<file path="config.mk">
export PLATFORM = sky130hd
export DESIGN_NAME = mips_lsu
export DESIGN_NICKNAME = d
export VERILOG_FILES = /design/src/rtl/mips_lsu.sv
export SDC_FILE = /design/constraint.sdc
export NUM_CORES = 1
export LEC_CHECK = 0
export ABC_CLOCK_PERIOD_IN_PS = 6650
export CAP_MARGIN = 5
export CORE_MARGIN = 5
export CORE_UTILIZATION = 50
export DETAILED_ROUTE_END_ITERATION = 8
export PLACE_DENSITY = 0.84
export SETUP_SLACK_MARGIN = 0.3
export SLEW_MARGIN = 10
export SYNTH_ARGS = -nofsm -noshare
export SYNTH_HDL_FRONTEND = slang
export SYNTH_SLANG_ARGS = --single-unit
</file>
<file path="constraint.sdc">
create_clock -name clk -period 6.65 [get_ports clk]
set_input_delay 0.665 -clock clk [delete_from_list [all_inputs] [get_ports clk]]
set_output_delay 0.665 -clock clk [all_outputs]
set_load 0.1 [all_outputs]
</file>
<file path="src/rtl/mips_lsu.sv">
// mips_lsu: load/store unit with a req/gnt/rvalid memory handshake, big-endian lane steering and LL/SC.
// Define MIPS_LSU_TIMEOUT_EN to enable the REQ/RESP watchdog (limit set by TIMEOUT).
module mips_lsu #(
   parameter int ADDR_W  = 32,
   parameter int REG_AW  = 5,
   parameter int TIMEOUT = 255
) (
   input  logic              clk,
   input  logic              rst_n,
   input  logic              en_i,
   input  logic              op_valid_i,
   input  logic              op_read_i,
   input  logic              op_write_i,
   input  logic              op_byte_i,
   input  logic              op_half_i,
   input  logic              op_signext_i,
   input  logic              op_ll_i,
   input  logic              op_sc_i,
   input  logic [ADDR_W-1:0] op_addr_i,
   input  logic [31:0]       op_wdata_i,
   input  logic [REG_AW-1:0] op_rd_i,
   output logic              op_ready_o,
   output logic              stall_o,
   output logic              mem_req_o,
   output logic [3:0]        mem_we_o,
   output logic [ADDR_W-1:0] mem_addr_o,
   output logic [31:0]       mem_wdata_o,
   input  logic              mem_gnt_i,
   input  logic              mem_rvalid_i,
   input  logic [31:0]       mem_rdata_i,
   output logic              wb_valid_o,
   output logic [REG_AW-1:0] wb_rd_o,
   output logic [31:0]       wb_data_o,
   output logic              addr_err_o,
   output logic              timeout_err_o
);

   typedef enum logic [1:0] {IDLE, REQ, RESP} state_e;

   state_e state_q, state_d;

   logic              read_q, write_q, byte_q, half_q, signext_q, ll_q, sc_q;
   logic [ADDR_W-1:0] addr_q;
   logic [REG_AW-1:0] rd_q;
   logic [3:0]        we_q, we_d;
   logic [31:0]       wdata_q, wdata_d;
   logic              link_valid_q;
   logic [ADDR_W-3:0] link_addr_q;
   logic              wb_valid_q, addr_err_q;
   logic [REG_AW-1:0] wb_rd_q;
   logic [31:0]       wb_data_q;

   logic        op_fire, misaligned, link_hit, same_word;
   logic        start_req, misalign_evt, sc_fail_evt, completed, aborted, wd_hit;
   logic [7:0]  lane_byte;
   logic [15:0] lane_half;
   logic [31:0] load_data;

   assign op_fire    = op_valid_i & (op_read_i | op_write_i);
   assign misaligned = (op_half_i & op_addr_i[0]) |
                       (~op_byte_i & ~op_half_i & (op_addr_i[1:0] != 2'b00));
   assign link_hit   = link_valid_q && (link_addr_q == op_addr_i[ADDR_W-1:2]);
   assign same_word  = (link_addr_q == addr_q[ADDR_W-1:2]);

   always_ff @(posedge clk or negedge rst_n) begin
      if (!rst_n) begin
         state_q <= IDLE;
      end else if (en_i) begin
         state_q <= state_d;
      end
   end

   // A response or grant always takes priority over a watchdog expiry in the same cycle.
   always_comb begin
      state_d      = state_q;
      start_req    = 1'b0;
      misalign_evt = 1'b0;
      sc_fail_evt  = 1'b0;
      completed    = 1'b0;
      aborted      = 1'b0;
      if (en_i) begin
         unique case (state_q)
            IDLE: begin
               if (op_fire) begin
                  if (misaligned) begin
                     misalign_evt = 1'b1;
                  end else if (op_sc_i && !link_hit) begin
                     sc_fail_evt = 1'b1;
                  end else begin
                     start_req = 1'b1;
                     state_d   = REQ;
                  end
               end
            end
            REQ: begin
               if (mem_gnt_i) begin
                  state_d = RESP;
               end else if (wd_hit) begin
                  aborted = 1'b1;
                  state_d = IDLE;
               end
            end
            RESP: begin
               if (mem_rvalid_i) begin
                  completed = 1'b1;
                  state_d   = IDLE;
               end else if (wd_hit) begin
                  aborted = 1'b1;
                  state_d = IDLE;
               end
            end
            default: state_d = IDLE;
         endcase
      end
   end

   always_comb begin
      op_ready_o = (state_q == IDLE);
      mem_req_o  = (state_q == REQ);
      mem_we_o   = (state_q == REQ && write_q) ? we_q : 4'b0000;
      stall_o    = (state_q != IDLE) && !completed && !aborted;
   end

   assign mem_addr_o  = {addr_q[ADDR_W-1:2], 2'b00};
   assign mem_wdata_o = wdata_q;

   // Lane 3 of the enable vector is byte offset 0 (big-endian).
   always_comb begin
      we_d    = 4'b1111;
      wdata_d = op_wdata_i;
      if (op_byte_i) begin
         we_d    = 4'b1000 >> op_addr_i[1:0];
         wdata_d = {4{op_wdata_i[7:0]}};
      end else if (op_half_i) begin
         we_d    = op_addr_i[1] ? 4'b0011 : 4'b1100;
         wdata_d = {2{op_wdata_i[15:0]}};
      end
   end

   always_ff @(posedge clk or negedge rst_n) begin
      if (!rst_n) begin
         read_q    <= 1'b0;
         write_q   <= 1'b0;
         byte_q    <= 1'b0;
         half_q    <= 1'b0;
         signext_q <= 1'b0;
         ll_q      <= 1'b0;
         sc_q      <= 1'b0;
         addr_q    <= '0;
         rd_q      <= '0;
         we_q      <= 4'b0000;
         wdata_q   <= 32'd0;
      end else if (start_req) begin
         read_q    <= op_read_i;
         write_q   <= op_write_i;
         byte_q    <= op_byte_i;
         half_q    <= op_half_i;
         signext_q <= op_signext_i;
         ll_q      <= op_ll_i;
         sc_q      <= op_sc_i;
         addr_q    <= op_addr_i;
         rd_q      <= op_rd_i;
         we_q      <= we_d;
         wdata_q   <= wdata_d;
      end
   end

   always_comb begin
      unique case (addr_q[1:0])
         2'd0:    lane_byte = mem_rdata_i[31:24];
         2'd1:    lane_byte = mem_rdata_i[23:16];
         2'd2:    lane_byte = mem_rdata_i[15:8];
         default: lane_byte = mem_rdata_i[7:0];
      endcase
      lane_half = addr_q[1] ? mem_rdata_i[15:0] : mem_rdata_i[31:16];
      if (byte_q) begin
         load_data = {{24{signext_q & lane_byte[7]}}, lane_byte};
      end else if (half_q) begin
         load_data = {{16{signext_q & lane_half[15]}}, lane_half};
      end else begin
         load_data = mem_rdata_i;
      end
   end

   always_ff @(posedge clk or negedge rst_n) begin
      if (!rst_n) begin
         wb_valid_q <= 1'b0;
         wb_rd_q    <= '0;
         wb_data_q  <= 32'd0;
         addr_err_q <= 1'b0;
      end else if (en_i) begin
         wb_valid_q <= 1'b0;
         addr_err_q <= misalign_evt;
         if (sc_fail_evt) begin
            wb_valid_q <= 1'b1;
            wb_rd_q    <= op_rd_i;
            wb_data_q  <= 32'd0;
         end
         if (completed && (read_q || sc_q)) begin
            wb_valid_q <= 1'b1;
            wb_rd_q    <= rd_q;
            wb_data_q  <= read_q ? load_data : 32'd1;
         end
         if (aborted && read_q) begin
            wb_valid_q <= 1'b1;
            wb_rd_q    <= rd_q;
            wb_data_q  <= 32'hDEAD_BEEF;
         end
      end
   end

   // The clear is written last so a same-word store always beats a link set.
   always_ff @(posedge clk or negedge rst_n) begin
      if (!rst_n) begin
         link_valid_q <= 1'b0;
         link_addr_q  <= '0;
      end else if (en_i && completed) begin
         if (read_q && ll_q) begin
            link_valid_q <= 1'b1;
            link_addr_q  <= addr_q[ADDR_W-1:2];
         end
         if (write_q && (sc_q || same_word)) begin
            link_valid_q <= 1'b0;
         end
      end
   end

   assign wb_valid_o = wb_valid_q;
   assign wb_rd_o    = wb_rd_q;
   assign wb_data_o  = wb_data_q;
   assign addr_err_o = addr_err_q;

`ifdef MIPS_LSU_TIMEOUT_EN
   logic [15:0] wd_cnt_q;
   logic        timeout_err_q;

   assign wd_hit = (wd_cnt_q == 16'(TIMEOUT - 1));

   always_ff @(posedge clk or negedge rst_n) begin
      if (!rst_n) begin
         wd_cnt_q      <= 16'd0;
         timeout_err_q <= 1'b0;
      end else if (en_i) begin
         timeout_err_q <= aborted;
         if (state_q == IDLE || state_d != state_q) begin
            wd_cnt_q <= 16'd0;
         end else begin
            wd_cnt_q <= wd_cnt_q + 16'd1;
         end
      end
   end

   assign timeout_err_o = timeout_err_q;
`else
   assign wd_hit        = 1'b0;
   assign timeout_err_o = 1'b0;
`endif

endmodule

</file>
==> results.sh <==
export IMPL_antenna_found_initial=0
export IMPL_synthArstFlopShare_pct=100
export IMPL_die_height_um=134
export IMPL_rr_startpoint="link_addr_q[22]"
export IMPL_swShare_pct=51.0
export IMPL_place_ws_ps=2610
export IMPL_syn_inst=657
export IMPL_cts_tree="built"
export IMPL_multi_input_area_mm2=0.00340
export IMPL_gp_congestion=0.870
export IMPL_overflow=0
export IMPL_ys_types=43
export IMPL_clock_sinks=152
export IMPL_layout_nets=949
export IMPL_ys_warnings_count=0
export IMPL_max_freq_mhz=279
export IMPL_end_kind="flop"
export IMPL_whs_ps=235
export IMPL_regArea_mm2=0.00380
export IMPL_fp_coreArea_mm2=0.0152
export IMPL_clock_skew_ps=12.0
export IMPL_drc=0
export IMPL_path_cells="clkdlybuf4s50_1 -> inv_1 -> o22ai_1 -> nand2b_1 -> a21oi_4 -> buf_4 -> mux2_2"
export IMPL_synth_edf_count=0
export IMPL_dieArea_mm2=0.0180
export IMPL_drt_iter0_drc=325
export IMPL_grt_pass1_vias=6088
export IMPL_cts_htree_levels=4
export IMPL_cts_resized=0
export IMPL_p_leak_nw=4.60
export IMPL_internal_power_mw=2.49
export IMPL_max_stage_delay_ps=1060
export IMPL_relSlewSlack_pct=29.9
export IMPL_p_switching_mw=2.59
export IMPL_ys_seq_area_share_pct=49.2
export IMPL_area_growth_syn_to_layout_pct=33.8
export IMPL_peakVddDrop_mv=0.350
export IMPL_diodes=0
export IMPL_grt_max_degree=82
export IMPL_timing_rr_end="mem_wdata_o[6]"
export IMPL_routed_wl_um=20000
export IMPL_fillCellCount=1102
export IMPL_clockPowerShare_pct=18.7
export IMPL_ant_nets=0
export IMPL_post_cts_setup_buffers=0
export IMPL_hold_buffers=0
export IMPL_power_frac_seq_pct=28.4
export IMPL_hp_class="primary input to async pin"
export IMPL_die_x_um=134
export IMPL_start_util_pct=50.8
export IMPL_numCtsBuffers=17
export IMPL_wl_per_cell_um=19.3
export IMPL_grtUsageTotal_pct=22.6
export IMPL_fin_ws_ps=3060
export IMPL_drive_gt1_share_pct=18.3
export IMPL_port_buffers=221
export IMPL_rrSetupSlack_ps=3360
export IMPL_period_share_pct=54.0
export IMPL_ctsLongestPathBuffers=2
export IMPL_cp_slowest_cell="clkdlybuf4s50_1"
export IMPL_rsz0062_at_grt="false"
export IMPL_clkTransAtPathRegs_ps=60
export IMPL_status="finished, final reports clean"
export IMPL_hold_viol_final=0
export IMPL_tightest_slew_ps=1050
export IMPL_rows=45
export IMPL_vias_per_cell=5.53
export IMPL_arrival_ps=3900
export IMPL_first_pass_iters=5
export IMPL_synth_ff_type="dfrtp_1"
export IMPL_pwr_share_comb_pct=52.9
export IMPL_cap_violations=0
export IMPL_vias=5724
export IMPL_crit_fanout=37
export IMPL_grt_pass1_wl_um=32200
export IMPL_worstSkewPairLatency_ps=420
export IMPL_criticalPathCategory="primary input to flop"
export IMPL_required_ps=6960
export IMPL_synthesis_area_mm2=0.00772
export IMPL_setup_tns_ps=0
export IMPL_hpwl_um=14800
export IMPL_synth_seq_cells=152
export IMPL_power_density_mw_per_mm2=491
export IMPL_worstRegToRegCells=7
export IMPL_ios=225
export IMPL_cts_root_buf="clkbuf_16"
export IMPL_period_minus_slack_ps=3590
export IMPL_critPathLaunchType="primary input"
export IMPL_setup_viol_count_final=0
export IMPL_slew_viol_final=0
export IMPL_placedInstanceArea_mm2=0.00974
export IMPL_avgSynthCellArea_um2=11.8
export IMPL_finalInstanceArea_mm2=0.0103
[cell families (layout without fill, tap and decap cells)]
kind of cell	count (synthesis)	count (layout)	synth area share (%)
other	1	3	0.0486
AND/OR/NAND/NOR	90	90	5.57
buffers and inverters	85	274	6.88
flip-flops	152	152	49.2
AO/OA/AOI/OAI	131	131	10.4
XOR/XNOR	60	60	6.80
multiplexers	138	138	21.0
[cells in the final DEF, fill, tap and decap left out, types with 5 or more instances in the layout]
cell             netlist  layout
clkdlybuf4s50_1        0     220
dfrtp_1              152     152
mux2_2               104     104
xnor2_1               50      50
nand2_1               43      43
a21oi_1               41      41
o21ai_0               38      36
a21o_1                26      26
clkbuf_16              0      17
inv_1                 16      16
mux2i_1               15      15
nand4_1               12      12
mux2_1                11      11
nor2_1                10      10
xor2_1                10      10
a31oi_1                9       9
mux4_2                 8       8
o2bb2ai_1              7       7
nor4_1                 5       5
[flip-flops by register name, summed over array words and instances (netlist names)]
register / count
link_valid_q: 1
state_q: 2
link_addr_q: 30
addr_q: 32
mem_wdata_o: 32
we_q: 4
signext_q: 1
wb_valid_o: 1
ll_q: 1
rd_q: 5
byte_q: 1
addr_err_o: 1
read_q: 1
write_q: 1
wb_data_o: 32
sc_q: 1
half_q: 1
wb_rd_o: 5
[power groups by stage]
stage	combinational (mW)	clock [mW]	sequential, mW
after detailed placement	2.69	0	1.46
after global placement	2.66	0	1.43
after CTS	2.70	0.970	1.44
after global routing	2.78	1.01	1.49
final	2.69	0.952	1.44
after floorplan	1.19	0	2.36
[metrics by stage]
stage / cells / util (%) / power [mW]
2_1_floorplan: 659 / - / 3.55
3_3_place_gp: 1004 / 64.1 / 4.10
3_5_place_dp: 1004 / 64.1 / 4.14
4_1_cts: 1036 / 68.0 / 5.11
5_1_grt: 1036 / 68.0 / 5.28
6_report: 1036 / 68.0 / 5.08
[cells in the mapped netlist, drive strengths merged, types with 5 or more instances]
library cell  instances  area [um2]
nor4                  5        31.3
mux4                  8         180
nand4                12        75.1
a31oi                 9        56.3
a21o                 26         195
mux2i                15         150
nor2                 10        37.5
inv                  17        63.8
clkbuf               15        57.6
o21ai                38         190
dfrtp               152        3800
nor2b                 5        31.3
a21oi                43         230
nand2                44         168
o2bb2ai               7        61.3
xor2                 10        87.6
xnor2                50         438
mux2                115        1290
buf                  53         410
[area by class of cell]
cell class	instances	share of cell area, %
Inverter	17	0.617
Multi-Input combinational cell	422	32.9
Clock buffer	18	4.25
Sequential cell	152	36.8
Timing Repair Buffer	225	21.7
Clock inverter	14	1.44
Tap cell	188	2.28
[per-layer routing]
layer | share of wire [%] | global-route usage (%) | routed length [um]
met5 | 0 | 0 | 0
met4 | 2.9 | 9.62 | 585
met3 | 5.3 | 5.25 | 1070
met2 | 50 | 37.4 | 10100
met1 | 41 | 28.5 | 8290
[worst max-delay path: cells and delay by family]
family          cells  cell delay, ps
compound gates      2             840
buf+inv             3            1790
mux                 1             400
simple gates        1             170
[worst max path at each step]
| stage | startpoint | end | cells after the start |
|---|---|---|---|
| after floorplan | state_q[0] | mem_we_o[0] | 2 |
| after global routing | op_byte_i | mem_wdata_o[6] | 7 |
| after CTS | op_addr_i[24] | mem_wdata_o[6] | 8 |
| final | op_byte_i | mem_wdata_o[6] | 7 |
| after detailed placement | op_addr_i[24] | mem_wdata_o[27] | 8 |
| after global placement | op_addr_i[24] | mem_wdata_o[30] | 8 |
No activity file was read; power rests on OpenSTA's default activity.
